### src/rtl/l2_fill_pkg.sv
// Shared definitions for the L2 DDR refill engine: FSM encoding and L2 geometry.
`default_nettype none

package l2_fill_pkg;

  typedef enum logic [1:0] {
    IDLE       = 2'd0,
    WAIT_SPACE = 2'd1,
    REQ        = 2'd2,
    RECV       = 2'd3
  } fill_state_t;

  localparam int L2_WORDS       = 4096;
  localparam int WORDS_PER_BEAT = 8;
  localparam int BYTES_PER_BEAT = 16;

endpackage

`default_nettype wire

### src/rtl/l2_fill_fifo.sv
// Synchronous first-word-fall-through FIFO; the head is presented combinationally.
`default_nettype none

module l2_fill_fifo #(
  parameter int WIDTH = 128,
  parameter int DEPTH = 16
) (
  input  logic                     clk,
  input  logic                     rst,
  input  logic                     push,
  input  logic [WIDTH-1:0]         din,
  input  logic                     pop,
  output logic [WIDTH-1:0]         dout,
  output logic [$clog2(DEPTH):0]   count,
  output logic                     full,
  output logic                     empty
);

  localparam int PTR_W = $clog2(DEPTH);

  logic [WIDTH-1:0] mem [DEPTH];
  logic [PTR_W-1:0] wr_ptr;
  logic [PTR_W-1:0] rd_ptr;
  logic             push_ok;
  logic             pop_ok;

  // A push into a full FIFO is dropped even if a pop happens in the same cycle.
  assign push_ok = push && !full;
  assign pop_ok  = pop && !empty;

  always_ff @(posedge clk) begin
    if (push_ok) mem[wr_ptr] <= din;
  end

  always_ff @(posedge clk) begin
    if (rst) begin
      wr_ptr <= '0;
      rd_ptr <= '0;
      count  <= '0;
    end else begin
      if (push_ok) wr_ptr <= wr_ptr + 1'b1;
      if (pop_ok)  rd_ptr <= rd_ptr + 1'b1;
      if (push_ok && !pop_ok)      count <= count + 1'b1;
      else if (!push_ok && pop_ok) count <= count - 1'b1;
    end
  end

  assign full  = (count == (PTR_W+1)'(DEPTH));
  assign empty = (count == '0);
  // Head reads as zero when empty so the data port is quiet after reset.
  assign dout  = empty ? '0 : mem[rd_ptr];

endmodule

`default_nettype wire

### src/rtl/l2_ddr_refill_ctrl.sv
// DDR-side fill engine: throttled burst reads into a skid FIFO, drained into the L2 DDR port.
`default_nettype none

module l2_ddr_refill_ctrl
  import l2_fill_pkg::*;
#(
  parameter int BURST_BEATS = 8,
  parameter int FIFO_DEPTH  = 16,
  parameter int ADDR_W      = 28
) (
  input  logic              clk_166M66,
  input  logic              mcu_sys_rst,
  input  logic              i_fetch_start,
  input  logic              i_fetch_stop,
  input  logic [ADDR_W-1:0] i_fetch_base_addr,
  input  logic [11:0]       i_l2_unread_size,
  input  logic              i_l1ddr_rw_conflicts,
  output logic              o_ddr_rd_req,
  output logic [ADDR_W-1:0] o_ddr_rd_addr,
  output logic [4:0]        o_ddr_rd_len,
  input  logic              i_ddr_rd_ack,
  input  logic              i_ddr_rd_valid,
  input  logic [127:0]      i_ddr_rd_data,
  input  logic              i_ddr_rd_last,
  output logic              o_l2_ddr_operate_enable,
  output logic              o_l2_ddr_rw,
  output logic [127:0]      o_l2_ddr_data,
  output logic              o_busy,
  output logic              o_err,
  output logic [15:0]       o_lines_fetched
);

  localparam int CNT_W = $clog2(FIFO_DEPTH) + 1;

  fill_state_t      state;
  fill_state_t      next_state;
  logic [ADDR_W-1:0] addr;
  logic [4:0]        beat_cnt;
  logic              stop_pending;
  logic              stop_eff;
  logic              err;
  logic [15:0]       lines_fetched;

  logic [CNT_W-1:0]  fifo_count;
  logic              fifo_full;
  logic              fifo_empty;
  logic              push;
  logic              drain_en;
  logic [12:0]       space_free;
  logic [12:0]       space_need;
  logic              space_ok;
  logic              fifo_ok;

  assign push     = i_ddr_rd_valid && (state == RECV);
  assign drain_en = !fifo_empty && !i_l1ddr_rw_conflicts;
  assign stop_eff = stop_pending || i_fetch_stop;

  // Space is counted in 16-bit L2 words: one beat occupies eight of them.
  assign space_free = 13'(L2_WORDS - 1) - {1'b0, i_l2_unread_size};
  assign space_need = 13'(WORDS_PER_BEAT) * (13'(fifo_count) + 13'(BURST_BEATS));
  assign space_ok   = (space_free >= space_need);
  assign fifo_ok    = (fifo_count <= CNT_W'(FIFO_DEPTH - BURST_BEATS));

  l2_fill_fifo #(
    .WIDTH (128),
    .DEPTH (FIFO_DEPTH)
  ) u_fifo (
    .clk   (clk_166M66),
    .rst   (mcu_sys_rst),
    .push  (push),
    .din   (i_ddr_rd_data),
    .pop   (drain_en),
    .dout  (o_l2_ddr_data),
    .count (fifo_count),
    .full  (fifo_full),
    .empty (fifo_empty)
  );

  always_ff @(posedge clk_166M66) begin
    if (mcu_sys_rst) state <= IDLE;
    else             state <= next_state;
  end

  always_comb begin
    next_state    = state;
    o_ddr_rd_req  = 1'b0;
    o_ddr_rd_addr = '0;
    o_ddr_rd_len  = '0;
    unique case (state)
      IDLE: begin
        if (i_fetch_start) next_state = WAIT_SPACE;
      end
      WAIT_SPACE: begin
        if (stop_eff)                 next_state = IDLE;
        else if (space_ok && fifo_ok) next_state = REQ;
      end
      REQ: begin
        o_ddr_rd_req  = 1'b1;
        o_ddr_rd_addr = addr;
        o_ddr_rd_len  = 5'(BURST_BEATS);
        if (i_ddr_rd_ack) next_state = RECV;
      end
      RECV: begin
        if (i_ddr_rd_valid && i_ddr_rd_last) next_state = stop_eff ? IDLE : WAIT_SPACE;
      end
      default: next_state = IDLE;
    endcase
  end

  always_ff @(posedge clk_166M66) begin
    if (mcu_sys_rst) begin
      addr          <= '0;
      beat_cnt      <= '0;
      stop_pending  <= 1'b0;
      err           <= 1'b0;
      lines_fetched <= '0;
    end else begin
      if (state == IDLE && i_fetch_start)
        addr <= i_fetch_base_addr & ~ADDR_W'(15);
      else if (state == REQ && i_ddr_rd_ack)
        addr <= addr + ADDR_W'(BURST_BEATS * BYTES_PER_BEAT);

      if (state == REQ && i_ddr_rd_ack) beat_cnt <= '0;
      else if (push)                    beat_cnt <= beat_cnt + 1'b1;

      if (state != IDLE && next_state == IDLE) stop_pending <= 1'b0;
      else if (state != IDLE && i_fetch_stop)  stop_pending <= 1'b1;

      if ((i_ddr_rd_valid && state != RECV) || (push && fifo_full) ||
          (push && i_ddr_rd_last && beat_cnt != 5'(BURST_BEATS - 1)))
        err <= 1'b1;

      if (drain_en) lines_fetched <= lines_fetched + 1'b1;
    end
  end

  assign o_l2_ddr_operate_enable = drain_en;
  assign o_l2_ddr_rw             = drain_en;
  assign o_busy                  = (state != IDLE) || !fifo_empty;
  assign o_err                   = err;
  assign o_lines_fetched         = lines_fetched;

endmodule

`default_nettype wire

### config.mk
export PLATFORM = sky130hd
export DESIGN_NAME = l2_ddr_refill_ctrl
export DESIGN_NICKNAME = d
export VERILOG_FILES = /design/src/rtl/l2_fill_pkg.sv /design/src/rtl/l2_fill_fifo.sv /design/src/rtl/l2_ddr_refill_ctrl.sv
export SDC_FILE = /design/constraint.sdc
export NUM_CORES = 2
export LEC_CHECK = 0
export ABC_AREA = 1
export ABC_CLOCK_PERIOD_IN_PS = 10200
export CAP_MARGIN = 0
export CELL_PAD_IN_SITES_DETAIL_PLACEMENT = 0
export CELL_PAD_IN_SITES_GLOBAL_PLACEMENT = 1
export CORE_MARGIN = 8
export CORE_UTILIZATION = 50
export DETAILED_ROUTE_END_ITERATION = 10
export GPL_TIMING_DRIVEN = 1
export PLACE_DENSITY = 0.88
export SYNTH_ARGS = -nofsm -noshare
export SYNTH_HDL_FRONTEND = slang
export SYNTH_SLANG_ARGS = --single-unit
### constraint.sdc
create_clock -name clk_166M66 -period 10.2 [get_ports clk_166M66]
set_input_delay 2.04 -clock clk_166M66 [delete_from_list [all_inputs] [get_ports clk_166M66]]
set_output_delay 2.04 -clock clk_166M66 [all_outputs]
set_load 0.01 [all_outputs]
; ---- Word-level counts from Yosys, hierarchy flattened
; Memory sizes are Yosys's and may differ from the RTL's. A register that Yosys moved wholly into a read port is not among the register bits.
; Cells that the tools add are included.
[word_totals]
register_bits = 66
ramBits = 2048
inputBits = 176
out_inout_bits = 182
wordCells = 81
n_memories = 1
[op_classes]
addsub = 9
order_cmp = 2
n_eq_ne = 6
n_mux = 19
n_reduce_logical = 34
[memory_table]
columns = name, words, width, rd, rd_ports_with_merged_regs, wr, line
row1 = u_fifo.mem, 16, 128, 1, 1, 1, l2_fill_fifo.sv:21  ; logic [WIDTH-1:0] mem [DEPTH];
[ops]
columns = operator, n
row1 = two-way mux 128 bit, 1
row2 = two-way mux 28 bit, 3
row3 = "adder 28 x 8 -> 28 bit, second input constant", 1
row4 = "adder 16 x 1 -> 16 bit, second input constant", 1
row5 = logical AND 1 bit, 16
row6 = >= comparator 13 x 9 -> 1 bit, 1
row7 = "subtractor 12 x 12 -> 13 bit, first input constant", 1
row8 = two-way mux 4 bit, 3
row9 = "adder 5 x 1 -> 5 bit, second input constant", 2
row10 = two-way mux 2 bit, 5
row11 = two-way mux 5 bit, 2
row12 = "adder 4 x 1 -> 4 bit, second input constant", 2
row13 = case mux 2 bit (4 select lines), 1
row14 = "adder 5 x 4 -> 6 bit, second input constant", 1
row15 = nonzero test 2 bit, 3
row16 = OR reduction 2 bit, 3
row17 = "equality test 5 bit, second input constant", 1
row18 = "less-or-equal comparator 5 x 4 -> 1 bit, second input constant", 1
row19 = zero test 1 bit, 5
row20 = zero test 5 bit, 1
row21 = "!= test 5 x 3 -> 1 bit, second input constant", 1
row22 = "subtractor 5 x 1 -> 5 bit, second input constant", 1
row23 = "equality test 2 bit, second input constant", 2
row24 = zero test 2 bit, 2
row25 = 4 further kinds, 10

; ---- Longest topological paths before layout
[depth]
ltp_word = 9
depth_mapped = 15
ltp_nobuf = 15

; ---- Modules after synthesis
; From an unflattened synthesis, not the netlist that was laid out.
[unflattened]
hier_cells = 8632
hier_area_um2 = 90105.2
[by_module_without_submodules]
columns = module, instances, cells_per_inst, area_each_um2, seq_area_each_um2
row1 = l2_fill_fifo, 1, 8120, 86845.8, 61839.3
row2 = l2_ddr_refill_ctrl, 1, 512, 3259.4, 980.9

; ---- Worst setup path after synthesis
; OpenSTA, ideal clock, no wires.
[synth_timing]
kind = input to register
from = input port i_ddr_rd_valid
to = memory u_fifo.mem[0][0], enable pin
setup_time_ns = 0.617
t_arrival_ns = 7.967
required_time_ns = 9.583
setup_slack_ns = 1.616
cell_stages = 6
n_path_buf = 0
cell_sequence = inv_1 -> nor2_1 -> nand2_1 -> inv_1 -> nand2_1 -> nor2_1
[synth_between]
elab_chain_len = 4
[synth_rtl]
columns = element, line
row1 = start: declaration, l2_ddr_refill_ctrl.sv:22  ; input logic i_ddr_rd_valid,
row2 = logical AND 1 bit, l2_ddr_refill_ctrl.sv:54  ; assign push = i_ddr_rd_valid && (state == RECV);
row3 = logical AND 1 bit, l2_fill_fifo.sv:28  ; assign push_ok = push && !full;
row4 = named net u_fifo.push_ok, l2_fill_fifo.sv:24  ; logic push_ok;
row5 = two-way mux 1 bit, l2_fill_fifo.sv:32  ; if (push_ok) mem[wr_ptr] <= din;
row6 = two-way mux 1 bit (not written as such), l2_fill_fifo.sv:32
row7 = end: declaration, l2_fill_fifo.sv:21
; The timed path passes the listed nets, and every way through them passes these cells.

==> run_results.csv <==
group,metric,value,unit
detailed_routing,first_iter_violations,6242,
timing,timing.fmax,135,MHz
global_route,grt_pass1_vias,51672,
global_route,grt_antenna_before_repair,30,
worst_setup_path,crit_family,"buffers and inverters",
clock_tree,clkTransAtPathRegs,0.06,ns
floorplanning,ioPinCount,358,
yosys,synth_warnings,0,
floorplanning,initial_core_util,0.501,
final_layout,drive_gt1_frac,0.0621,
worst_setup_path,critPathMaxStageDelay,0.97,ns
power,p_leak,0.0297,uW
timing,hold_viol,0,
final_layout,fillers,12524,
worst_setup_path,crit_slowest_cell,"buf_4",
yosys,avgSynthCellArea,13.3,sq um
worst_setup_path,critical_path_arrival,5.35,ns
clock_tree,cts_tree,"yes",
floorplanning,fp.dieH,424,um
worst_setup_path,crit_path_max_fanout,231,
worst_setup_path,reg2regPathDepth,7,
yosys,synth-async-reset-ratio,0,
yosys,synth.ff_latch_count,2114,
flow_run,cap_violations,0,
detailed_routing,wl_per_cell,24.2,um
timing,period_needed,7.39,ns
clock_tree,postCtsHoldBufs,0,
timing,finalSetupTns,0,ns
clock_tree,clock_path_buffers,3,
worst_setup_path,cp-start-kind,"register",
detailed_routing,wl,214000,um
clock_tree,post-cts-setup-buffer-count,0,
global_route,grt_max_degree,233,
detailed_routing,drt-pass1-iter-count,6,
worst_setup_path,crit_buf_inv,3,
placement,hpwlAfterDp,104000,um
clock_tree,numCtsBuffers,205,
floorplanning,core_area,166000,sq um
hold_path,min_path_type,"reg2reg",
final_layout,utilization,0.573,
placement,pre_cts_ws,3.80,ns
detailed_routing,num_vias,53391,
final_layout,final_nets,6621,
worst_setup_path,path_cells,"buf_12 -> buf_4 -> o21ai_0 -> o221ai_1 -> nand3_1 -> a21oi_1 -> clkdlybuf4s50_1",
yosys,synth_cell_types,41,
clock_tree,clkLatencyLatePin,0.87,ns
yosys,synth.area.top_cells,"edfxtp_1, nor2_1, o21ai_0",
detailed_routing,drc,0,
global_route,grt_usage,0.229,
timing,maxSlewViolCount,0,
final_layout,mostFrequentLayoutCells,"edfxtp_1, nor2_1, o21ai_0",
yosys,netlist_area,83400,sq um
detailed_routing,via_per_inst,6.05,
worst_setup_path,critical_path_class,"reg2out",
global_route,grt_overflow,0,
detailed_routing,ant_nets,0,
clock_tree,cts_num_sinks,2114,
timing,rsz0062_at_grt,"no",
clock_tree,root_buffer,"clkbuf_16",
timing,setup_violations,0,
floorplanning,fp.dieW,424,um
timing,tightest_slew,1.37,ns
yosys,postSynthCellCount,6252,
placement,port-buffer-count,345,
yosys,yosys.area.top_type,"edfxtp_1",
final_layout,area_growth,14.4,%
timing,period_share,0.724,
floorplanning,die_area,180000,sq um
yosys,synth_top_flop_cell,"edfxtp_1",
timing,finalClockSkew,0.0526,ns
placement,finalWeightedCongestion,0.793,
power,p_total,23300,uW
power,ir_worst_vdd,0.198,mV
worst_setup_path,endpoint_kind,"output port",
timing,relSlewSlack,0.0843,
global_route,grt_pass1_wl,316000,um
worst_setup_path,cp.required,8.16,ns
timing,setup_ws,2.81,ns
yosys,synth-edff-count,2048,
timing,whs,0.459,ns
yosys,synth_top_cell_area_share,0.738,
clock_tree,cts_resized,0,
power,power_density,244,nW/um^2
clock_tree,cts_max_level,4,
worst_setup_path,cp.depth,7,
hold_path,holdPathStages,2,
final_layout,final_common_cell,"edfxtp_1",
yosys,yosysSeqAreaShare,0.754,
floorplanning,num_rows,150,
status,outcome,"finished, final reports clean",
## where the power goes
group | switching, uW | internal [uW] | total [uW]
Sequential | 97.3 | 9560 | 9660
Combinational | 3910 | 2040 | 5950
Clock | 3270 | 4410 | 7680
## final timing paths
| kind | from | end | slack, ns |
|---|---|---|---|
| worst min register to register | addr[5]$_SDFFE_PP0P_ | addr[5]$_SDFFE_PP0P_ | 0.46 |
| worst min-delay path | addr[5]$_SDFFE_PP0P_ | addr[5]$_SDFFE_PP0P_ | 0.46 |
| worst max register to register | state[1]$_SDFF_PP0_ | u_fifo.mem[2][98]$_DFFE_PP_ | 6.51 |
| worst max-delay path | register | o_l2_ddr_data[100] | 2.81 |
## Yosys cell counts, types with 3 or more instances
master,instances
nand2_1,112
ha_1,20
clkbuf_1,292
nor2_1,1339
buf_2,107
dfxtp_1,66
o221ai_1,190
edfxtp_1,2048
a21oi_1,169
inv_1,94
o22ai_1,124
o21ai_0,913
o21ai_1,178
xnor2_1,5
nand4_1,12
buf_4,29
buf_1,19
o211ai_1,329
buf_6,18
xor2_1,5
o21bai_1,3
a211oi_1,4
a31oi_1,5
nand3_1,144
nor3_1,8
## worst register-to-register path, cell delays in order (launching register included)
cell	delay, ns
dfxtp_1	0.37
nand2_1	0.10
nor2_1	0.25
nand2_1	0.19
inv_1	0.17
nand2_1	0.26
nor2_4	0.90
buf_4	0.96
## metrics by stage
| step | instance area, sq um | instances |
|---|---|---|
| detailed placement | 88400 | 8421 |
| floorplan | 83400 | 6259 |
| finish | 95400 | 8823 |
| global route | 95400 | 8814 |
| CTS | 95300 | 8803 |
| global placement | 88400 | 8421 |
## logic make-up (layout without fill, tap and decap cells)
logic type / after synthesis / after routing / share of synthesized area
other: 1 / 28 / 0.0000450
DFF: 2114 / 2114 / 0.754
AOI/OAI and AO/OA: 1922 / 1922 / 0.136
xor gates and xnor gates: 10 / 10 / 0.00105
adders and majority gates: 21 / 21 / 0.00324
buffers and inverters: 563 / 903 / 0.0299
and+or+nand+nor: 1621 / 1621 / 0.0759
## layer usage
layer  up-vias  wire length [um]  GRT usage
met3       412             18000     0.0395
met4        12              7410     0.0936
met5         -                81          0
li1      23874                 -          -
met2      2524            105000      0.386
met1     26569             83700      0.296
## flip-flops by register name (all words and copies together), names as in the netlist, named ones only
| name | flops |
|---|---|
| addr | 24 |
| beat_cnt | 5 |
| o_err | 1 |
| o_lines_fetched | 16 |
| state | 2 |
| stop_pending | 1 |
| u_fifo.count | 5 |
| u_fifo.mem | 2048 |
| u_fifo.rd_ptr | 4 |
| u_fifo.wr_ptr | 4 |
## final cells by class
| class | instances | area (sq um) | share of cell area |
|---|---|---|---|
| Inverter | 98 | 412 | 0.00432 |
| Multi-Input combinational cell | 3582 | 18200 | 0.191 |
| Tap cell | 2204 | 2760 | 0.0289 |
| Timing Repair Buffer | 423 | 4210 | 0.0442 |
| Clock buffer | 241 | 5270 | 0.0552 |
| Sequential cell | 2114 | 62800 | 0.659 |
| Clock inverter | 141 | 1660 | 0.0174 |
| Antenna cell | 20 | 50.0 | 0.000525 |
Power figures use the tool's default switching activity.
